--- src/rtl/weight_pkg.sv ---
// -----------------------------------------------------------------------------
// weight_pkg
//   Definitions shared by weight_loader and weight_register.
//   - wl_state_e        : loader FSM encoding (IDLE=0, LOAD=1, COMMIT=2)
//   - WEIGHT_TAPS       : default number of weight taps
//   - WEIGHT_DATA_WIDTH : default bits per weight word
// -----------------------------------------------------------------------------
package weight_pkg;

  typedef enum logic [1:0] {
    IDLE   = 2'd0,
    LOAD   = 2'd1,
    COMMIT = 2'd2
  } wl_state_e;

  localparam int unsigned WEIGHT_TAPS       = 9;
  localparam int unsigned WEIGHT_DATA_WIDTH = 16;

endpackage

--- src/rtl/weight_loader.sv ---
// -----------------------------------------------------------------------------
// weight_loader
//   Sequences updates of the convolver's N-tap weight_register. Weight words
//   arrive one per cycle on a valid/ready stream (tap 0 first), are assembled
//   into a shadow N*DATA_WIDTH bus, and are committed with a single-cycle
//   write pulse once the convolver is idle.
//
// Parameters
//   N           number of weight taps
//   DATA_WIDTH  bits per weight word
//   CNT_W       tap index counter width
//
// Ports
//   clock         in   rising-edge system clock
//   reset         in   synchronous, active-high
//   load_start    in   pulse: begin a new load sequence (honoured in IDLE only)
//   abort         in   discard the in-progress load (LOAD or COMMIT)
//   w_valid       in   weight word valid
//   w_ready       out  loader accepts a word
//   w_data        in   weight word
//   conv_busy     in   convolver is using the weights; commit is held off
//   write         out  to weight_register.write
//   weight_write  out  to weight_register.weight_write (the shadow bus)
//   loaded        out  a full weight set has been committed since reset
//   done          out  1-cycle pulse coincident with write
//   busy          out  FSM not in IDLE
//
// Build option WEIGHT_LOADER_CKSUM_EN
//   Adds exp_sum (in, DATA_WIDTH) and cksum_err (out). A running modulo
//   2^DATA_WIDTH sum of accepted words is compared against exp_sum in COMMIT;
//   a mismatch suppresses the write, sets the sticky cksum_err and returns to
//   IDLE. cksum_err clears on the next accepted load_start.
// -----------------------------------------------------------------------------
module weight_loader
  import weight_pkg::*;
#(
  parameter int unsigned N          = WEIGHT_TAPS,
  parameter int unsigned DATA_WIDTH = WEIGHT_DATA_WIDTH,
  parameter int unsigned CNT_W      = $clog2(N + 1)
) (
  input  logic                    clock,
  input  logic                    reset,
  input  logic                    load_start,
  input  logic                    abort,
  input  logic                    w_valid,
  output logic                    w_ready,
  input  logic [DATA_WIDTH-1:0]   w_data,
  input  logic                    conv_busy,
  output logic                    write,
  output logic [N*DATA_WIDTH-1:0] weight_write,
  output logic                    loaded,
  output logic                    done,
  output logic                    busy
`ifdef WEIGHT_LOADER_CKSUM_EN
  ,
  input  logic [DATA_WIDTH-1:0]   exp_sum,
  output logic                    cksum_err
`endif
);

  localparam logic [CNT_W-1:0] LAST_IDX = CNT_W'(N - 1);

  wl_state_e               state_q, state_d;
  logic [CNT_W-1:0]        cnt_q, cnt_d;
  logic [N*DATA_WIDTH-1:0] shadow_q, shadow_d;
  logic                    loaded_q, loaded_d;

  logic start_ok;
  logic hs;
  logic last_hs;
  logic cksum_ok;
  logic cksum_fail;
  logic commit_fire;

  // abort outranks both a same-cycle handshake and a same-cycle commit, so
  // it is folded into every qualifying term rather than only the FSM.
  assign start_ok    = (state_q == IDLE) && load_start && !abort;
  assign hs          = (state_q == LOAD) && w_valid && !abort;
  assign last_hs     = hs && (cnt_q == LAST_IDX);
  assign commit_fire = (state_q == COMMIT) && !abort && !conv_busy && cksum_ok;

`ifdef WEIGHT_LOADER_CKSUM_EN
  logic [DATA_WIDTH-1:0] sum_q, sum_d;
  logic                  cksum_err_q, cksum_err_d;

  // A checksum mismatch is decided as soon as COMMIT is reached; there is no
  // point waiting for conv_busy to drop on a set that will be discarded.
  assign cksum_ok   = (sum_q == exp_sum);
  assign cksum_fail = (state_q == COMMIT) && !abort && !cksum_ok;
  assign cksum_err  = cksum_err_q;

  always_comb begin
    sum_d       = sum_q;
    cksum_err_d = cksum_err_q;
    if (start_ok) begin
      sum_d       = '0;
      cksum_err_d = 1'b0;
    end else begin
      if (hs) begin
        sum_d = sum_q + w_data;
      end
      if (cksum_fail) begin
        cksum_err_d = 1'b1;
      end
    end
  end

  always_ff @(posedge clock) begin
    if (reset) begin
      sum_q       <= '0;
      cksum_err_q <= 1'b0;
    end else begin
      sum_q       <= sum_d;
      cksum_err_q <= cksum_err_d;
    end
  end
`else
  assign cksum_ok   = 1'b1;
  assign cksum_fail = 1'b0;
`endif

  // ---------------------------------------------------------------------------
  // FSM: state register
  // ---------------------------------------------------------------------------
  always_ff @(posedge clock) begin
    if (reset) begin
      state_q <= IDLE;
    end else begin
      state_q <= state_d;
    end
  end

  // ---------------------------------------------------------------------------
  // FSM: next state
  // ---------------------------------------------------------------------------
  always_comb begin
    state_d = state_q;
    case (state_q)
      IDLE: begin
        if (start_ok) begin
          state_d = LOAD;
        end
      end
      LOAD: begin
        if (abort) begin
          state_d = IDLE;
        end else if (last_hs) begin
          state_d = COMMIT;
        end
      end
      COMMIT: begin
        if (abort || commit_fire || cksum_fail) begin
          state_d = IDLE;
        end
      end
      default: state_d = IDLE;
    endcase
  end

  // ---------------------------------------------------------------------------
  // FSM: outputs
  // Outputs are held low while reset is asserted so that a reset arriving in
  // COMMIT cannot let a write slip out in the cycle before the state clears.
  // ---------------------------------------------------------------------------
  always_comb begin
    w_ready = 1'b0;
    write   = 1'b0;
    done    = 1'b0;
    busy    = 1'b0;
    if (!reset) begin
      busy    = (state_q != IDLE);
      w_ready = (state_q == LOAD) && !abort;
      write   = commit_fire;
      done    = commit_fire;
    end
  end

  // ---------------------------------------------------------------------------
  // Datapath: tap counter, shadow bus, loaded flag
  // ---------------------------------------------------------------------------
  always_comb begin
    cnt_d    = cnt_q;
    shadow_d = shadow_q;
    loaded_d = loaded_q || commit_fire;
    if (start_ok) begin
      cnt_d = '0;
    end else if (hs) begin
      for (int unsigned i = 0; i < N; i++) begin
        if (cnt_q == CNT_W'(i)) begin
          shadow_d[i*DATA_WIDTH +: DATA_WIDTH] = w_data;
        end
      end
      // Saturate at the last tap; the FSM leaves LOAD on that handshake.
      if (cnt_q != LAST_IDX) begin
        cnt_d = cnt_q + 1'b1;
      end
    end
  end

  always_ff @(posedge clock) begin
    if (reset) begin
      cnt_q    <= '0;
      shadow_q <= '0;
      loaded_q <= 1'b0;
    end else begin
      cnt_q    <= cnt_d;
      shadow_q <= shadow_d;
      loaded_q <= loaded_d;
    end
  end

  assign weight_write = shadow_q;
  assign loaded       = loaded_q;

endmodule

--- config.mk ---
export PLATFORM = sky130hd
export DESIGN_NAME = weight_loader
export DESIGN_NICKNAME = d
export VERILOG_FILES = /design/src/rtl/weight_pkg.sv /design/src/rtl/weight_loader.sv
export SDC_FILE = /design/constraint.sdc
export NUM_CORES = 1
export LEC_CHECK = 0
export CORE_MARGIN = 2
export CORE_UTILIZATION = 40
export CTS_BUF_LIST = sky130_fd_sc_hd__clkbuf_4
export DETAILED_ROUTE_END_ITERATION = 6
export PLACE_DENSITY = 0.69
export SYNTH_ARGS = -nofsm -noshare
export SYNTH_HDL_FRONTEND = slang
export SYNTH_SLANG_ARGS = --single-unit
--- constraint.sdc ---
create_clock -name clock -period 1.6 [get_ports clock]
set_input_delay 0.24 -clock clock [delete_from_list [all_inputs] [get_ports clock]]
set_output_delay 0.24 -clock clock [all_outputs]
set_load 0.05 [all_outputs]
== Word-level counts from Yosys, hierarchy flattened ==
Index checks and enable logic that the tools add are counted.

* Flip-flop bits (word level): 151
* Logic and storage cells: 63

* Reductions and logical operators: 27
* Muxes and demuxes: 8
* Eq/ne operators: 14
* Bitwise gates (word level): 1
* Add/sub/neg operators: 1

{| class="wikitable"
|+ Operators with widths
! operator !! number
|-
| AND reduction 3 bit || 10
|-
| == test 4 x 3 -> 1 bit, second input constant || 4
|-
| == test 4 x 2 -> 1 bit, second input constant || 2
|-
| logical AND 1 bit || 8
|-
| 2-to-1 mux 2 bit || 4
|-
| one-hot mux 2 bit (3 select lines) || 1
|-
| adder 4 x 1 -> 4 bit, second input constant || 1
|-
| == test 4 x 1 -> 1 bit, second input constant || 1
|-
| == test 4 bit, second input constant || 1
|-
| zero test 4 bit || 1
|-
| inequality test 4 bit, second input constant || 1
|-
| 2-to-1 mux 1 bit || 3
|-
| inequality test 3 bit, second input constant || 1
|-
| == test 2 x 1 -> 1 bit, second input constant || 1
|-
| == test 2 bit, second input constant || 1
|-
| zero test 1 bit || 2
|-
| zero test 2 bit || 1
|-
| logical OR 1 bit || 2
|-
| inequality test 2 x 1 -> 1 bit, second input constant || 1
|-
| inequality test 2 bit, second input constant || 1
|-
| AND reduction 2 bit || 1
|-
| nonzero test 2 bit || 1
|-
| OR reduction 2 bit || 1
|-
| NOT 1 bit || 1
|}

== Depth between registers and ports, before layout ==
* Word-level depth: 7
* Depth in mapped cells: 7
* Depth with buffers taken out: 5

== Least setup slack after synthesis ==
Ideal clock, no wire load.

* Path type: reg-to-output
* Start point: register state_q[0]
* End point: output port w_ready
* Required time: 1.360 ns
* Stages on the path, launching flop included: 3
* Path slack: -0.743 ns
* Data arrival time: 2.103 ns
* Path through: dfxtp_1 > clkbuf_2 > nor4b_1

* Word-level cells in the longest chain between the ends: 3

{| class="wikitable"
|+ RTL lines
! element !! line !! RTL
|-
| start: declaration || weight_loader.sv:63 || <nowiki>wl_state_e state_q, state_d;</nowiki>
|-
| start signal: assignment || weight_loader.sv:129 || <nowiki>state_q <= state_d;</nowiki>
|-
| == test 2 x 1 -> 1 bit || weight_loader.sv:172 || <nowiki>w_ready = (state_q == LOAD) && !abort;</nowiki>
|-
| logical AND 1 bit || weight_loader.sv:172 ||
|-
| 2-to-1 mux 1 bit || weight_loader.sv:170 || <nowiki>if (!reset) begin</nowiki>
|-
| end: declaration || weight_loader.sv:46 || <nowiki>output logic w_ready,</nowiki>
|}

Every way passes these cells.

== Worst setup path in the final report ==
* Start point: register state_q[0]
* End point: output port done

* Word-level cells in the longest chain between the ends: 4

{| class="wikitable"
|+ RTL lines
! element !! line !! RTL
|-
| == test 2 bit || weight_loader.sv:80 || <nowiki>assign commit_fire = (state_q == COMMIT) && !abort && !conv_busy && cksum_ok;</nowiki>
|-
| logical AND 1 bit (2 in a row) || weight_loader.sv:80 ||
|-
| 2-to-1 mux 1 bit || weight_loader.sv:170 ||
|-
| end: declaration || weight_loader.sv:52 || <nowiki>output logic done,</nowiki>
|}

Every way passes these cells.

==> out/qor.csv <==
metric,value,unit
fin crit period,1.69,ns
critical path endpoint category,primary output,
initial antenna violation count,0,
synthesized area,6020,µm²
post-route ant nets,0,
WP data arrival,1.45,ns
"Req. time, crit path",1.36,ns
DR vias/cell,5.83,
IO buf count,170,
WS Path Type,flop to primary output,
Leak,3.14,nW
core area,14600,µm²
Row Count,44,
Worst setup SP type,flop,
DRT Pass-1 Iters,5,
Routed WL,21.7,mm
placed instance area,7760,µm²
"top cells by area, synth","dfxtp_1 (50%), o21ai_0 (12%), a21oi_1 (12%), nand3_1 (12%), clkbuf_1 (4.1%)",
Yosys reg bits,151,
CTS buffer count,17,
synth warn,0,
top-count cell post-synth,dfxtp_1,
Final Core Density,57.5,%
failing checks,negative setup slack,
f_max,591,MHz
clk_skew,0.0170,ns
I/O pins,171,
Peak VDD IR,0.000452,V
nets,924,
final worst-path cycle share,106,%
Gate Count Post-Synth,732,
Clock Path Buffers,2,
Multi-input gate area,2680,µm²
global router's overall resource usage,24.6,%
Hold Path Class,input pin to flop,
htree depth,4,
setup slack after layout,-0.0910,ns
# clock sinks,151,
sequential area share after synthesis,50.2,%
ys flop type,dfxtp_1,
chip height,127,µm
Avg Inst Size Synth,8.23,µm²
Via Count,6386,
Most Crowded Layer GR,met2,
Area Overhead vs Synth,39.8,%
filler instances,1331,
Final Hold Vio Count,0,
post-synth top area cell,dfxtp_1,
ratio of cells with drive above 1 in the final layout,30.6,%
met1 Use GR,31.0,%
met3 GRT Util,7.72,%
status,finished with violations,
Worst Tran Pin Value,0.734,ns
final instance area,8420,µm²
DP Wirelength,12.9,mm
wire length per cell,19.8,µm
DIE WIDTH,127,µm
first-pass GRT wire length,30.8,mm
Post-synth top cells,"dfxtp_1 (151), o21ai_0 (149), a21oi_1 (148)",
largest net degree at the start of global routing,145,
RSZ-0062 raised after global routing,true,
Slew HR,51.1,%
Setup-failing EPs final,5,
GPL Wtd Cong,0.820,
drt drc,0,
Syn Nets,758,
number of synthesized flops with an enable pin,0,
asr flop ratio synth,0,%
worst r2r path cells,6,
Reg area,3040,µm²
"Slew Viols, Final",0,
worst hold stages,3,
Max-Cap Viols,0,
Root Driver,clkbuf_4,
grt met2 use,40.0,%
CP max FO,3,
area share of the leading cell type in the synthesized netlist,50.2,%
pwr dens,809,nW/µm²
vias in the first global route,5714,
Worst-path clk slew,0.13,ns
Yosys cell types,28,
diode count,0,
initial core utilization,41.1,%
CTS tree,yes,
remaining global-route overflow,0,
die area,16000,µm²
Skew-Pair Late Insertion Delay,0.55,ns
initial drt markers,715,
==> registers in the layout (all words and copies together) (netlist names) <==
signal        count
loaded            1
cnt_q             4
weight_write    144
state_q           2
==> per-stage QoR <==
stage | TNS [ns] | power (mW) | hold slack (ns) | setup slack (ns) | std cells
2_1_floorplan | 0 | 4.04 | 0.353 | 0.0189 | 732
3_3_place_gp | -13.07 | 4.25 | 0.452 | -0.133 | 1048
3_5_place_dp | -17.79 | 4.25 | 0.468 | -0.199 | 1048
4_1_cts | -0.466 | 6.78 | 0.0193 | -0.134 | 1085
5_1_grt | -0.781 | 7.01 | 0.0626 | -0.179 | 1095
6_report | -0.344 | 6.81 | 0.0787 | -0.0910 | 1095
==> worst max-delay path, stage by stage, from the launching register on <==
cell and delay (ns):
dfxtp_4 0.36, buf_6 0.12, nor2_4 0.07, and3_4 0.22, buf_12 0.14
==> area by class of cell <==
class	count	area share, %
clock inverters	12	1.87
inverters	4	0.178
clock buffers	20	1.78
repair buffers	241	25.6
multi-input cells	483	31.8
flip-flops and latches	151	36.1
well taps	184	2.74
==> report_power, final <==
| part | switching (mW) | internal, mW |
|---|---|---|
| Clock | 1.32 | 1.26 |
| Sequential | 0.00519 | 3.76 |
| Combinational | 0.297 | 0.158 |
| Total | 1.62 | 5.18 |
==> routing by layer <==
metal / wire length, µm / share of wire (%) / up-vias
met1: 8620 / 40 / 3049
li1: - / - / 2957
met3: 2150 / 9.9 / 44
met5: 0 / 0 / -
met4: 488 / 2.2 / 0
met2: 10500 / 48 / 336
==> logic make-up (layout without fill, tap and decap cells) <==
kind of cell	after synthesis	in the layout	share of synthesized area (%)
AO/OA/AOI/OAI	301	301	25.2
adder cells (fa/ha/maj)	4	4	0.831
buffers and inverters	98	277	7.04
flip-flops	151	151	50.2
AND/OR/NAND/NOR	178	178	16.7
==> layout by cell type, fill, tap and decap left out, types with 2 or more instances in the layout <==
cell	synthesis	final
dfxtp_4	0	3
dfxtp_1	151	146
buf_4	1	194
clkdlybuf4s50_1	0	20
buf_6	3	7
ha_1	4	2
inv_2	0	2
a21oi_2	0	3
clkbuf_4	0	20
clkinv_2	0	3
ha_4	0	2
nor2_4	0	2
o21ai_1	0	41
clkbuf_16	0	5
bufinv_16	0	4
nand3_1	147	147
a21oi_1	148	145
nor3b_2	4	3
o21ai_0	149	106
dfxtp_2	0	2
and3b_2	0	3
inv_1	4	2
nand3b_1	6	6
or3b_1	4	3
o21ai_2	0	2
nor2_1	5	2
clkinv_1	0	4
buf_12	0	14
==> worst paths after layout <==
path | start | end | slack [ns]
worst max-delay path | state_q[0] | done | -0.09
worst min-delay path | reset | state_q[1] | 0.08
worst max register to register | state_q[1] | weight_write[90] | 0
worst min register to register | weight_write[127] | weight_write[127] | 0.49
==> what timing repair did <==
item                                   4_1_cts  5_1_grt
endpoints found under the hold margin        1        0
pin swaps                                    3        2
setup buffers                                5        4
resized for setup                           19       66
setup endpoints to repair                  105      127
hold buffers                                 1        0
cloned                                       0        6
(Power assumes the default switching activity.)
